[config.mk]
export PLATFORM = sky130hd
export DESIGN_NAME = rsa_modexp_core
export DESIGN_NICKNAME = d
export VERILOG_FILES = /design/src/rtl/rsa_modexp_core.sv
export SDC_FILE = /design/constraint.sdc
export NUM_CORES = 2
export LEC_CHECK = 0
export CAP_MARGIN = 20
export CORE_MARGIN = 4
export CORE_UTILIZATION = 60
export DETAILED_ROUTE_END_ITERATION = 10
export GPL_TIMING_DRIVEN = 0
export HOLD_SLACK_MARGIN = 0.05
export MAX_ROUTING_LAYER = met4
export PLACE_DENSITY = 0.89
export REMOVE_ABC_BUFFERS = 1
export SLEW_MARGIN = 30
export SYNTH_ARGS = -nofsm -noshare
export SYNTH_HDL_FRONTEND = slang
export SYNTH_SLANG_ARGS = --single-unit
[constraint.sdc]
create_clock -name clk -period 26.2 [get_ports clk]
set_input_delay 3.93 -clock clk [delete_from_list [all_inputs] [get_ports clk]]
set_output_delay 3.93 -clock clk [all_outputs]
set_load 0.02 [all_outputs]
[src/rtl/rsa_modexp_core.sv]
// Modular exponentiation engine: result = base^exponent mod modulus.
// Uses constant-time right-to-left square-and-multiply with bit-serial interleaved modular multiplication.
module rsa_modexp_core #(
  parameter int unsigned WIDTH     = 64,
  parameter int unsigned EXP_WIDTH = 64
) (
  input  logic                 clk,
  input  logic                 rst,
  input  logic                 start,
  input  logic [WIDTH-1:0]     base,
  input  logic [EXP_WIDTH-1:0] exponent,
  input  logic [WIDTH-1:0]     modulus,
  output logic                 ready,
  output logic                 done,
  output logic                 error,
  output logic [WIDTH-1:0]     result
);

  localparam int unsigned KW = (WIDTH > 1) ? $clog2(WIDTH) : 1;
  localparam int unsigned IW = (EXP_WIDTH > 1) ? $clog2(EXP_WIDTH) : 1;
  localparam logic [KW-1:0] K_LAST = KW'(WIDTH - 1);
  localparam logic [IW-1:0] I_LAST = IW'(EXP_WIDTH - 1);

  typedef enum logic {S_IDLE, S_MUL} state_t;

  state_t               r_state;
  logic [WIDTH-1:0]     r_R, r_B, r_n, r_acc1, r_acc2, r_result;
  logic [EXP_WIDTH-1:0] r_E;
  logic [KW-1:0]        r_k;
  logic [IW-1:0]        r_i;
  logic                 r_ready, r_done, r_error;

  logic                 w_bbit;
  logic [WIDTH-1:0]     w_p1, w_p2, w_r_next;

  // One interleaved step: acc = (2*acc + bit*other) mod n. Accumulators stay below n,
  // so they are stored in WIDTH bits while the step itself works in WIDTH+1 bits.
  function automatic logic [WIDTH-1:0] mm_step(input logic [WIDTH-1:0] acc,
                                               input logic [WIDTH-1:0] other,
                                               input logic             b_bit,
                                               input logic [WIDTH-1:0] n);
    logic [WIDTH:0] t, nn;
    nn = {1'b0, n};
    t  = {acc, 1'b0};
    if (t >= nn) t = t - nn;
    if (b_bit) t = t + {1'b0, other};
    if (t >= nn) t = t - nn;
    return t[WIDTH-1:0];
  endfunction

  always_comb begin
    w_bbit   = r_B[K_LAST - r_k];
    w_p1     = mm_step(r_acc1, r_R, w_bbit, r_n);
    w_p2     = mm_step(r_acc2, r_B, w_bbit, r_n);
    w_r_next = r_E[0] ? w_p1 : r_R;
  end

  always_ff @(posedge clk or negedge rst) begin
    if (!rst) begin
      r_state  <= S_IDLE;
      r_R      <= '0;
      r_B      <= '0;
      r_n      <= '0;
      r_E      <= '0;
      r_acc1   <= '0;
      r_acc2   <= '0;
      r_k      <= '0;
      r_i      <= '0;
      r_ready  <= 1'b1;
      r_done   <= 1'b0;
      r_error  <= 1'b0;
      r_result <= '0;
    end else begin
      r_done <= 1'b0;
      case (r_state)
        S_IDLE: begin
          if (start) begin
            if ((modulus < WIDTH'(2)) || (base >= modulus)) begin
              r_done   <= 1'b1;
              r_error  <= 1'b1;
              r_result <= '0;
            end else begin
              r_R     <= WIDTH'(1);
              r_B     <= base;
              r_E     <= exponent;
              r_n     <= modulus;
              r_acc1  <= '0;
              r_acc2  <= '0;
              r_k     <= '0;
              r_i     <= '0;
              r_ready <= 1'b0;
              r_state <= S_MUL;
            end
          end
        end
        S_MUL: begin
          if (r_k == K_LAST) begin
            // Both products are always committed, so timing never depends on the exponent.
            r_R    <= w_r_next;
            r_B    <= w_p2;
            r_E    <= r_E >> 1;
            r_acc1 <= '0;
            r_acc2 <= '0;
            r_k    <= '0;
            r_i    <= r_i + IW'(1);
            if (r_i == I_LAST) begin
              r_result <= w_r_next;
              r_done   <= 1'b1;
              r_error  <= 1'b0;
              r_ready  <= 1'b1;
              r_state  <= S_IDLE;
            end
          end else begin
            r_acc1 <= w_p1;
            r_acc2 <= w_p2;
            r_k    <= r_k + KW'(1);
          end
        end
        default: r_state <= S_IDLE;
      endcase
    end
  end

  assign ready  = r_ready;
  assign done   = r_done;
  assign error  = r_error;
  assign result = r_result;

endmodule
==> key figures <==
STA
  – RSZ-0062 raised after global routing: false
  – Min Tclk post-route: about 13000 ps
  – Clock skew: 37.5 ps
  – Hold Slack: between 400 and 500 ps
  – Fin. Hold Viols: 0
  – Final-report max-slew violation count: 0
  – Worst slew margin: 30.4%
  – Max Freq: 74.9 MHz
  – Setup Viol. Count Final: 0
  – Final WS setup: between 10000 and 15000 ps
  – Fin crit share: ~51%
  – Worst-Margin Slew: between 1000 and 1500 ps

Logic synthesis
  – Ys async rst share: 100%
  – Post-synth EDFFs: 0
  – Unique masters post-synth: around 110
  – Main area contributors after synthesis: dfrtp_1 25%, ha_1 12%, o21ai_0 7.4%, a21oi_1 6.0%, nand2_1 5.8%
  – Seq/Total Area, Yosys: around a quarter
  – Yosys Warn Count: 0
  – Top cells by count, synth: 729 x nand2_1, 695 x o21ai_0, 566 x a21oi_1, 463 x dfrtp_1, 450 x ha_1
  – Syn_area_per_cell: between 7 and 8 µm²
  – Yosys top cell by area: dfrtp_1
  – Top-area cell type share of the netlist area: roughly 25%
  – #FFs+latches synth: between 400 and 500
  – Synth Instances: about 6000
  – Prevailing post-synth register cell: dfrtp_1
  – Syn Std Cell Area: about 47000 µm²
  – Top-count cell post-synth: nand2_1

Worst setup path
  – Bufs and invs on worst path: 3
  – Max FO, Critical Path: 38
  – Reg-to-Reg Start: r_n[50]
  – RR Endpoint: result[1]
  – CP peak stage delay: 890 ps
  – Crit end category: flip-flop
  – Worst reg-to-reg path cell count: 35
  – Family with the most delay on the worst path: simple AND/OR/NAND/NOR gates
  – Crit. Startpoint: r_n[50]
  – Worst setup SP type: flip-flop
  – CP required: 26730 ps
  – Kind of critical path: reg -> reg
  – Most frequent CP cell: ha_1
  – Reg-to-reg slack, setup: between 10000 and 15000 ps
  – Crit path DAT: around 14000 ps
  – Critical Path Slowest Stage Cell: nor3_1

GRT
  – Vias in the first global route: 46900
  – Met3 GRT Util: approximately 9%
  – First-pass GRT wire length: 278 mm
  – Initial antenna violation count: 7
  – Gr usage total: between 40% and 50%
  – Largest net degree at the start of global routing: 86
  – Met2 GRT Util: between 60% and 70%
  – Met1 Resource Use GR: 57.0%
  – GRT Max-Usage Layer: met2
  – Overflow after GRT: 0

Clocking
  – Setup bufs post-CTS: 0
  – Num CTS Buffers: 54
  – H-tree depth: 2
  – Clk buf depth: 3
  – CTS tree: yes
  – Hold_buf cts: 0
  – Post-CTS sizing: 0
  – Clock root buffer: clkbuf_16
  – Clk slew on worst S/H paths: 60 ps
  – Worst-skew pair later-pin latency: between 600 and 700 ps
  – Clock sink count: 464

Flow run
  – Max-cap violation count: 0

Layout
  – Final core occ: between 60 and 70%
  – Area Growth Syn to Fin: 13.5%
  – Nets@finish: about 6700
  – # fillers: between 6000 and 7000
  – Share of cells above drive strength 1: ~6%
  – Fin cells: 7151

Floorplan
  – I/O pin cnt: about 260
  – Initial core utilization: between 60 and 70%
  – Rows: 102
  – Die area: roughly 83000 µm²
  – Chip Width: a little under 300 µm
  – Core area: a little under 80000 µm²
  – Die H: about 290 µm

Detailed routing
  – 1st-iter DRT viols: 5904
  – Via count: 49000
  – ANT nets after route: 0
  – TritonRoute pass-1 iters: 9
  – DRC viols: 0
  – Vias/cell: a little under 7
  – Routed WL: roughly 190 mm
  – WL/cell: around 26 µm

Min path
  – Hold Path Sink: r_E[22]
  – Min-delay src: r_E[22]
  – Worst hold path type: reg -> reg
  – Hold Crit Depth: 2

Run status
  – Status: complete, no violations

Place
  – Hpwl dp: ~150 mm
  – Placed Cells: 7045
  – RD Place Congestion: 1.07
  – Port bufs: roughly 260
  – Dpl ws: roughly 13000 ps
stage by stage:
stage | TNS [ps] | area, µm²
global route | 0 | 53400
floorplan | 0 | 45800
finish | 0 | 53400
CTS | 0 | 53400
global placement | -88630 | 49700
detailed placement | 0 | 51400
cell type report:
type	count	area (µm²)	share of cell area, %
sequential	464	11600	21.8
clock buffer	71	1550	2.90
antenna	7	17.5	0.0328
timing repair buffer	322	4100	7.68
clock inverter	28	463	0.867
tap	1040	1300	2.44
inverter	252	952	1.78
multi-input combinational	4967	33400	62.5
sequential cells by signal, indices dropped and copies added (netlist names), 6 cells and up:
signal	flops
r_k	6
r_E	64
r_i	6
r_n	64
r_acc1	64
r_B	64
r_acc2	64
result	64
r_R	64
kinds of logic after synthesis:
kind of cell    after synthesis  share of synthesized area (%)
xor+xnor                    353                           6.61
compound gates             2154                           28.2
mux                         257                           6.29
simple gates               1747                           17.3
flops                       464                           24.7
buf+inv                     572                           4.77
fa+ha+maj                   456                           12.2
worst max-delay path by stage:
| stage | to | slack (ps) | cells after the start |
|---|---|---|---|
| floorplan | r_B[61] | 10720 | 15 |
| global placement | r_B[5] | -900 | 16 |
| detailed placement | result[1] | 13270 | 35 |
| CTS | result[1] | 13220 | 35 |
| global route | r_acc2[38] | 12600 | 39 |
| finish | result[1] | 12850 | 35 |
cell usage in the layout (no fill, tap or decap), types with 113 or more instances in the layout:
cell,netlist,layout
xnor2_1,204,204
inv_1,250,249
a21o_1,226,226
a21oi_1,566,565
xor2_1,148,147
o21ai_0,695,695
nand2_1,729,725
clkdlybuf4s50_1,0,260
dfrtp_1,463,459
nand3_1,114,114
mux2i_1,121,121
mux2_2,113,113
nor2_1,362,356
nand4_1,120,120
ha_1,450,450
worst register-to-register path: cells and delay by family, from the launching register on:
kind / cells / cell delay [ps]
AO/OA/AOI/OAI: 13 / 4490
XOR/XNOR: 1 / 170
adder cells (fa/ha/maj): 3 / 990
buffers and inverters: 3 / 740
flip-flops: 1 / 370
multiplexers: 3 / 1060
AND/OR/NAND/NOR: 12 / 5440
per-layer routing:
layer | share of wire (%) | vias to the layer above
met5 | 0 | -
met4 | 6.9 | 0
met3 | 11 | 614
met2 | 43 | 2947
met1 | 39 | 23300
li1 | - | 22100
Power is not shown: default switching activity piles up to over one toggle a cycle in this logic, so the estimate is an artifact.
